`src/rtl/alu_sequencer.sv`:
```
// alu_sequencer
//   Multi-cycle unsigned 16x16->32 multiply and 16/16 divide, sequenced over
//   an external shared 16-bit ALU. Multiply is shift-and-add (16 steps).
//   Divide is restoring: a compare step followed by a conditional subtract
//   step for each of 16 quotient bits. Divide by zero finishes on the cycle
//   after the start is accepted.
//
// Ports
//   clk, reset            single clock, synchronous active-high reset
//   start, op, opa, opb   request (op 0 = MUL, 1 = DIV), captured in IDLE only
//   busy, done            busy while stepping; done is a one-cycle pulse
//   result_hi, result_lo  MUL: product[31:16]/[15:0]; DIV: remainder/quotient
//   div_by_zero           flags a DIV with opb == 0; held until the next accept
//   alu_a, alu_b,
//   alu_code              operand/op-select drive to the shared ALU
//   alu_out, alu_carry    ALU result and ADD carry-out
module alu_sequencer (
  input  logic        clk,
  input  logic        reset,
  input  logic        start,
  input  logic        op,
  input  logic [15:0] opa,
  input  logic [15:0] opb,
  output logic        busy,
  output logic        done,
  output logic [15:0] result_hi,
  output logic [15:0] result_lo,
  output logic        div_by_zero,
  output logic [15:0] alu_a,
  output logic [15:0] alu_b,
  output logic [2:0]  alu_code,
  input  logic [15:0] alu_out,
  input  logic        alu_carry
);

  localparam int DATA_W = 16;

  localparam logic [2:0] IDLE     = 3'd0;
  localparam logic [2:0] MUL_STEP = 3'd1;
  localparam logic [2:0] DIV_CMP  = 3'd2;
  localparam logic [2:0] DIV_SUB  = 3'd3;
  localparam logic [2:0] DONE     = 3'd4;

  localparam logic [2:0] ALU_ADD = 3'b000;
  localparam logic [2:0] ALU_SUB = 3'b001;
  localparam logic [2:0] ALU_SLT = 3'b011;

  logic [2:0]        state;
  logic [3:0]        step_cnt;
  // hi holds the product high half (MUL) or the partial remainder (DIV);
  // lo holds the multiplier/product low half (MUL) or dividend/quotient (DIV).
  logic [DATA_W-1:0] hi;
  logic [DATA_W-1:0] lo;
  logic [DATA_W-1:0] opnd;     // multiplicand (MUL) or divisor (DIV)
  logic              ge;       // shifted remainder >= divisor, from DIV_CMP
  logic              dbz;

  logic [DATA_W-1:0] sh;
  logic [DATA_W:0]   s17;

  // Remainder shifted left by one with the next dividend bit brought in.
  assign sh  = {hi[DATA_W-2:0], lo[DATA_W-1]};
  // Add the multiplicand only when the current multiplier bit is set.
  assign s17 = lo[0] ? {alu_carry, alu_out} : {1'b0, hi};

  always_comb begin
    alu_a    = '0;
    alu_b    = '0;
    alu_code = ALU_ADD;
    case (state)
      MUL_STEP: begin
        alu_a    = hi;
        alu_b    = opnd;
        alu_code = ALU_ADD;
      end
      DIV_CMP: begin
        alu_a    = sh;
        alu_b    = opnd;
        alu_code = ALU_SLT;
      end
      DIV_SUB: begin
        alu_a    = hi;
        alu_b    = opnd;
        alu_code = ALU_SUB;
      end
      default: ;
    endcase
  end

  always_ff @(posedge clk) begin
    if (reset) begin
      state    <= IDLE;
      step_cnt <= '0;
      hi       <= '0;
      lo       <= '0;
      opnd     <= '0;
      ge       <= 1'b0;
      dbz      <= 1'b0;
    end else begin
      case (state)
        IDLE: begin
          if (start) begin
            step_cnt <= '0;
            dbz      <= 1'b0;
            ge       <= 1'b0;
            if (!op) begin
              hi    <= '0;
              lo    <= opb;
              opnd  <= opa;
              state <= MUL_STEP;
            end else if (opb != '0) begin
              hi    <= '0;
              lo    <= opa;
              opnd  <= opb;
              state <= DIV_CMP;
            end else begin
              hi    <= opa;
              lo    <= '1;
              opnd  <= opb;
              dbz   <= 1'b1;
              state <= DONE;
            end
          end
        end
        MUL_STEP: begin
          hi       <= s17[DATA_W:1];
          lo       <= {s17[0], lo[DATA_W-1:1]};
          step_cnt <= step_cnt + 4'd1;
          if (step_cnt == 4'd15) state <= DONE;
        end
        DIV_CMP: begin
          hi    <= sh;
          lo    <= {lo[DATA_W-2:0], 1'b0};
          ge    <= ~alu_out[0];
          state <= DIV_SUB;
        end
        DIV_SUB: begin
          if (ge) begin
            hi    <= alu_out;
            lo[0] <= 1'b1;
          end
          step_cnt <= step_cnt + 4'd1;
          state    <= (step_cnt == 4'd15) ? DONE : DIV_CMP;
        end
        DONE:    state <= IDLE;
        default: state <= IDLE;
      endcase
    end
  end

  assign busy        = (state == MUL_STEP) || (state == DIV_CMP) || (state == DIV_SUB);
  assign done        = (state == DONE);
  assign result_hi   = hi;
  assign result_lo   = lo;
  assign div_by_zero = dbz;

endmodule
```
`config.mk`:
```
export PLATFORM = sky130hd
export DESIGN_NAME = alu_sequencer
export DESIGN_NICKNAME = d
export VERILOG_FILES = /design/src/rtl/alu_sequencer.sv
export SDC_FILE = /design/constraint.sdc
export NUM_CORES = 1
export LEC_CHECK = 0
export CAP_MARGIN = 20
export CELL_PAD_IN_SITES_DETAIL_PLACEMENT = 1
export CELL_PAD_IN_SITES_GLOBAL_PLACEMENT = 1
export CORE_MARGIN = 2
export CORE_UTILIZATION = 35
export CTS_CLUSTER_DIAMETER = 40
export CTS_CLUSTER_SIZE = 25
export DETAILED_ROUTE_END_ITERATION = 12
export PLACE_DENSITY = 0.93
export SYNTH_ARGS = -nofsm -noshare
export SYNTH_HDL_FRONTEND = slang
export SYNTH_SLANG_ARGS = --single-unit
```
`constraint.sdc`:
```
create_clock -name clk -period 5.6 [get_ports clk]
set_clock_uncertainty 0.1 [all_clocks]
set_input_delay 1.12 -clock clk [delete_from_list [all_inputs] [get_ports clk]]
set_output_delay 1.12 -clock clk [all_outputs]
set_load 0.005 [all_outputs]
```
==> impl_metrics.csv, run 1 <==
group,metric,value,unit
worst_hold_path,hold_path_class,"reg -> reg",
timing,fin_crit,4130,ps
yosys,synth_top_area_frac,0.295,
layout,layoutNonFillerInstCount,700,
yosys,synth_xor_area_frac,0,
yosys,ys_ff_latch,57,
worst_setup_path,critPathMaxFanout,55,
floorplan,num_io_pins,123,
floorplan,rows,38,
layout,drive_above_1_share,0.0732,
drt,routed_wirelength,14.4,mm
timing,fin_crit_sh,0.738,
yosys,synthSimpleGateAreaFrac,0.217,
yosys,synth.mux.area_fraction,0.0930,
yosys,ys_seq_area_frac,0.295,
floorplan,die_h,109,µm
worst_setup_path,worstSetupStartpointType,"register",
worst_setup_path,worstSetupEndpointType,"output port",
yosys,syn_inst,465,
layout,layout_common_cells,"119 x clkdlybuf4s50_1, 57 x dfxtp_1, 50 x nor2_1",
clock_network,clk-insertion-delay-late,340,ps
clock_network,htreeDepth,3,
worst_setup_path,r2r_slack,2860,ps
drt,drt_iter0_drc,243,
clock_network,clkTransAtPathRegs,70,ps
global_route,overflow,0,
global_route,grtUsageTotal,0.239,
layout,final_common_cell,"clkdlybuf4s50_1",
timing,final-hold-violation-count,0,
drt,vias,4194,
job,cap_violations,0,
yosys,synth-edff-count,0,
clock_network,cts_inserted_buffers,9,
yosys,synthesis.nets,519,
yosys,synth_top_family_by_area,"compound AO/OA/AOI/OAI gates",
clock_network,ctsResizeCount,0,
pwr,power_density,277,mW/mm²
drt,drc,0,
yosys,ys_top_cells_by_area,"dfxtp_1 29%, mux2i_1 9.3%, a211oi_1 6.6%, nand2b_1 5.3%, nor2_1 4.8%",
worst_hold_path,min_to,"div_by_zero$_SDFFE_PP0P_",
worst_setup_path,r2r-start,"state[1]$_SDFFE_PP0P_",
global_route,antenna_found_initial,0,
yosys,synth_area,0.00387,mm²
timing,setup_viol,0,
pwr,leakagePower,0.00188,µW
yosys,ys_warn_count,0,
pwr,ir_drop,0.133,mV
timing,setup_tns,0,ps
timing,rsz0062_at_grt,"no",
yosys,post-synth-top-area-cell,"dfxtp_1",
outcome,status,"completed",
placed_design,routabilityCongestion,0.846,
floorplan,die_w,109,µm
layout,area_delta_synth_final,35.7,%
drt,routed_via_density,5.99,
pwr,switching_share,0.346,
pwr,power.share.sequential,0.358,
timing,fmax,0.242,GHz
yosys,synth.avg_cell_area,8.33,µm²
floorplan,core_area,0.0108,mm²
placed_design,placed_cells,681,
worst_setup_path,crit_required,4380,ps
global_route,grt_start_max_net_pins,56,
clock_network,postCtsSetupBuffers,0,
worst_setup_path,ff2ff_path_depth,5,
clock_network,clock_sinks,57,
layout,antennaDiodeCount,0,
yosys,ys.flop_type,"dfxtp_1",
drt,first_pass_iters,6,
clock_network,cts_root_buf,"clkbuf_8",
pwr,power.share.clock,0.264,
yosys,async_flop_share,0,
yosys,ys_types,46,
drt,detail-route-antenna-nets,0,
placed_design,dp_hpwl,10.1,mm
timing,tightest_slew,1060,ps
clock_network,cts_tree,"yes",
global_route,grt_pass1_vias,4071,
worst_hold_path,hold_start,"div_by_zero$_SDFFE_PP0P_",
timing,maxSlewHeadroom,0.295,
yosys,synth_compound_area_frac,0.319,
floorplan,start_util,0.357,
placed_design,io_buffers,121,
worst_hold_path,hold_depth,2,
worst_setup_path,path_class,"reg -> out",
floorplan,die_area,0.0119,mm²
clock_network,cts_hold_buf,0,
pwr,switchingPower,503,µW
clock_network,cts_max_path_buffers,2,
pwr,intPower,951,µW
pwr,combPwrFrac,0.378,
timing,slew_viol_final,0,
worst_setup_path,r2r-end,"result_lo[12]$_SDFFE_PP0P_",
yosys,synthAdderAreaFrac,0.00323,
drt,wl_per_cell,20.5,µm
global_route,grt_pass1_wl,22.1,mm
layout,num-nets-final,609,
worst_setup_path,arrival,2910,ps
-- metrics by stage --
step	cell area [µm²]	total power (µW)	hold slack (ps)	setup slack (ps)	utilization
2_1_floorplan	3870	831	364	2970	-
3_3_place_gp	5020	1040	363	1960	0.463
3_5_place_dp	5020	1060	375	1840	0.463
4_1_cts	5210	1450	387	1480	0.481
5_1_grt	5260	1530	404	1290	0.485
6_report	5260	1450	385	1470	0.485
-- cell type report --
| class | count | area (µm²) |
|---|---|---|
| sequential | 57 | 1140 |
| inverter | 2 | 7.51 |
| clock buffer | 13 | 149 |
| timing repair buffer | 130 | 1290 |
| tap | 140 | 175 |
| multi-input combinational | 355 | 2450 |
| clock inverter | 3 | 40.0 |
| fill | 1294 | 5580 |
-- critical path: stages, from the launching register on --
cell,delay (ps)
dfxtp_1,330
buf_4,460
nor2_1,170
or2_2,440
inv_1,440
and2_1,220
clkdlybuf4s50_1,510
-- kinds of logic (layout without fill, tap and decap cells) --
kind of cell / after synthesis / count (layout)
AOI/OAI and AO/OA: 162 / 162
and+or+nand+nor: 155 / 155
DFF: 57 / 57
buffers and inverters: 53 / 148
muxes: 36 / 36
adders and majority gates: 1 / 1
other: 1 / 1
-- metal layers --
| metal | track usage | wire (µm) | up-vias |
|---|---|---|---|
| met1 | 0.313 | 6300 | 2068 |
| li1 | - | - | 1930 |
| met3 | 0.0418 | 941 | 20 |
| met5 | 0 | 0 | - |
| met2 | 0.397 | 6930 | 176 |
| met4 | 0.0787 | 213 | 0 |
-- cells in the mapped netlist, types with 4 or more instances --
| cell type | number |
|---|---|
| a221oi_1 | 13 |
| dfxtp_1 | 57 |
| a211oi_1 | 34 |
| o221ai_1 | 16 |
| clkbuf_1 | 18 |
| a21oi_1 | 22 |
| and2_1 | 17 |
| nor2b_1 | 4 |
| nor2_1 | 50 |
| nand2b_1 | 33 |
| nand2_1 | 15 |
| mux2i_1 | 36 |
| nor4_1 | 5 |
| buf_4 | 7 |
| buf_6 | 4 |
| nand3_1 | 4 |
| a31oi_1 | 4 |
| nand4_1 | 14 |
| buf_2 | 20 |
| o21ai_0 | 18 |
| a21o_1 | 15 |
| a22o_1 | 16 |
| a22oi_1 | 4 |
| a211oi_2 | 11 |
-- power groups by stage --
stage	Sequential (µW)	Clock [µW]	Combinational, µW
3_5_place_dp	526	0	536
4_1_cts	518	388	543
5_1_grt	527	406	594
6_report	520	384	550
3_3_place_gp	525	0	512
2_1_floorplan	509	0	322
-- sequential cells by signal (all words and copies together), names as in the netlist --
signal and cells:
div_by_zero 1, step_cnt 4, result_hi 16, opnd 16
result_lo 16, state 3, ge 1
-- worst max path at each step --
stage,depth (start not counted),end,startpoint
finish,6,alu_b[6],state[1]$_SDFFE_PP0P_
global route,5,alu_a[15],state[0]$_SDFFE_PP0P_
CTS,5,alu_a[12],state[0]$_SDFFE_PP0P_
detailed placement,5,alu_a[12],state[0]$_SDFFE_PP0P_
global placement,5,alu_a[10],state[0]$_SDFFE_PP0P_
floorplan,6,alu_a[0],state[1]$_SDFFE_PP0P_
Note: power is estimated with default switching activity, not from simulation.
==> run 2, diff against run 1 <==
- CORE_UTILIZATION: 35 -> 31
- PLACE_DENSITY: 0.93 -> 0.88
- clock period: 5.6 -> 3.5 ns (I/O delays scaled with it)
==> impl_metrics.csv, run 2 (synthesis results as in run 1) <==
group,metric,value,unit
worst_setup_path,cp.depth,6,
floorplan,die_w,116,µm
global_route,globalRouteMet1Util,0.283,
pwr,leakagePower,0.00195,µW
global_route,overflow,0,
clock_network,ctsResizeCount,0,
timing,fin_crit,3350,ps
global_route,grt_util_met3,0.0403,
drt,detail-route-antenna-nets,0,
pwr,power.share.sequential,0.316,
clock_network,clkTransAtPathRegs,50,ps
worst_setup_path,path_class,"reg -> out",
floorplan,num_io_pins,123,
drt,routed_via_density,5.79,
pwr,switching_share,0.321,
layout,layout_common_cells,"119 x clkdlybuf4s50_1, 57 x dfxtp_1, 50 x nor2_1",
floorplan,die_h,116,µm
global_route,grt_use_met2,0.355,
timing,fin_crit_sh,0.958,
floorplan,core_area,0.0121,mm²
timing,setup_tns,0,ps
clock_network,postCtsSetupBuffers,0,
layout,stdcell_area,0.00545,mm²
timing,final-hold-violation-count,0,
global_route,grt_start_max_net_pins,55,
worst_setup_path,crit_family,"buffers and inverters",
global_route,grt_pass1_wl,22.9,mm
drt,routed_wirelength,14.7,mm
worst_setup_path,crit_buf_inv,3,
pwr,ir_drop,0.272,mV
drt,drc,0,
job,cap_violations,0,
worst_hold_path,hold_path_class,"reg -> reg",
worst_setup_path,worstSetupStartpointType,"register",
clock_network,cts_hold_buf,0,
drt,wl_per_cell,20.1,µm
placed_design,io_buffers,121,
timing,tightest_slew,689,ps
timing,fmax,0.298,GHz
pwr,power.share.clock,0.350,
pwr,power_density,486,mW/mm²
pwr,switchingPower,849,µW
worst_setup_path,ff2ff_path_depth,5,
layout,area_delta_synth_final,40.8,%
placed_design,routabilityCongestion,0.935,
floorplan,rows,40,
global_route,globalRoute.busiestLayer,"met2",
timing,rsz0062_at_grt,"no",
clock_network,cts_inserted_buffers,9,
timing,worst_slack,148,ps
placed_design,pre_cts_ws,422,ps
worst_hold_path,hold_depth,2,
clock_network,cts_max_path_buffers,2,
global_route,grt_pass1_vias,4238,
clock_network,clock_sinks,57,
floorplan,start_util,0.320,
timing,whs,395,ps
outcome,status,"completed",
drt,drt_iter0_drc,306,
clock_network,cts_root_buf,"clkbuf_16",
pwr,combPwrFrac,0.335,
clock_network,cts_tree,"yes",
worst_setup_path,critPathMaxStageDelay,450,ps
clock_network,htreeDepth,3,
global_route,antenna_found_initial,0,
clock_network,clk-insertion-delay-late,330,ps
worst_setup_path,critPathMaxFanout,20,
global_route,grtUsageTotal,0.218,
worst_setup_path,critPathSlowestCell,"clkdlybuf4s50_1",
timing,maxSlewHeadroom,0.540,
worst_setup_path,crit_required,2700,ps
placed_design,dp_hpwl,10.7,mm
layout,antennaDiodeCount,0,
floorplan,die_area,0.0134,mm²
pwr,intPower,1800,µW
drt,first_pass_iters,5,
drt,vias,4246,
placed_design,dpl_cell_area,0.00511,mm²
timing,slew_viol_final,0,
worst_setup_path,worstSetupEndpointType,"output port",
worst_setup_path,crit_path_cell_trace,"buf_4, nor2_1, or2_2, clkinvlp_4, and2_1, clkdlybuf4s50_1",
worst_setup_path,arrival,2550,ps
layout,final_common_cell,"clkdlybuf4s50_1",
layout,num-nets-final,614,
layout,drive_above_1_share,0.0867,
timing,setup_viol,0,
-- run 2: cell types whose count changed in the layout (fill, tap and decap cells not counted), moves of 2 or more --
cell | previous run | this run
buf_4 | 6 | 13
clkbuf_1 | 3 | 1
clkbuf_16 | 0 | 9
clkbuf_8 | 10 | 0
clkinvlp_4 | 0 | 2
-- run 2: final cells by class --
class / instances / area (µm²)
Timing Repair Buffer: 135 / 1330
Clock buffer: 10 / 229
Sequential cell: 57 / 1140
Inverter: 2 / 11.3
Tap cell: 168 / 210
Fill cell: 1480 / 6660
Clock inverter: 6 / 82.6
Multi-Input combinational cell: 355 / 2450
-- run 2: final timing paths --
path / slack [ps] / from / end
setup reg to reg: 820 / state[1]$_SDFFE_PP0P_ / result_lo[4]$_SDFFE_PP0P_
hold / removal: 400 / div_by_zero$_SDFFE_PP0P_ / div_by_zero$_SDFFE_PP0P_
hold reg to reg: 400 / div_by_zero$_SDFFE_PP0P_ / div_by_zero$_SDFFE_PP0P_
setup / recovery: 150 / state[1]$_SDFFE_PP0P_ / alu_b[3]
-- run 2: power groups by stage --
stage | combinational (µW) | sequential [µW] | clock [µW]
floorplan | 515 | 814 | 0
global placement | 842 | 841 | 0
detailed placement | 872 | 848 | 0
CTS | 882 | 836 | 942
global route | 963 | 848 | 970
finish | 886 | 836 | 926
-- run 2: worst register-to-register path: cells and delay by family, from the launching register on --
kind	cells	cell delay, ps
buf+inv	1	380
flops	1	350
compound gates	3	1260
simple gates	1	500
-- run 2: through the flow --
stage,power (µW),util,std cells
2_1_floorplan,1330,-,465
3_3_place_gp,1680,0.422,716
3_5_place_dp,1720,0.422,716
4_1_cts,2660,0.448,732
5_1_grt,2780,0.450,733
6_report,2650,0.450,733
-- run 2: routing by layer --
| metal | vias to the layer above | part of all wire |
|---|---|---|
| li1 | 1940 | - |
| met1 | 2105 | 0.43 |
| met2 | 159 | 0.47 |
| met3 | 42 | 0.059 |
| met4 | 0 | 0.037 |
| met5 | - | 0 |
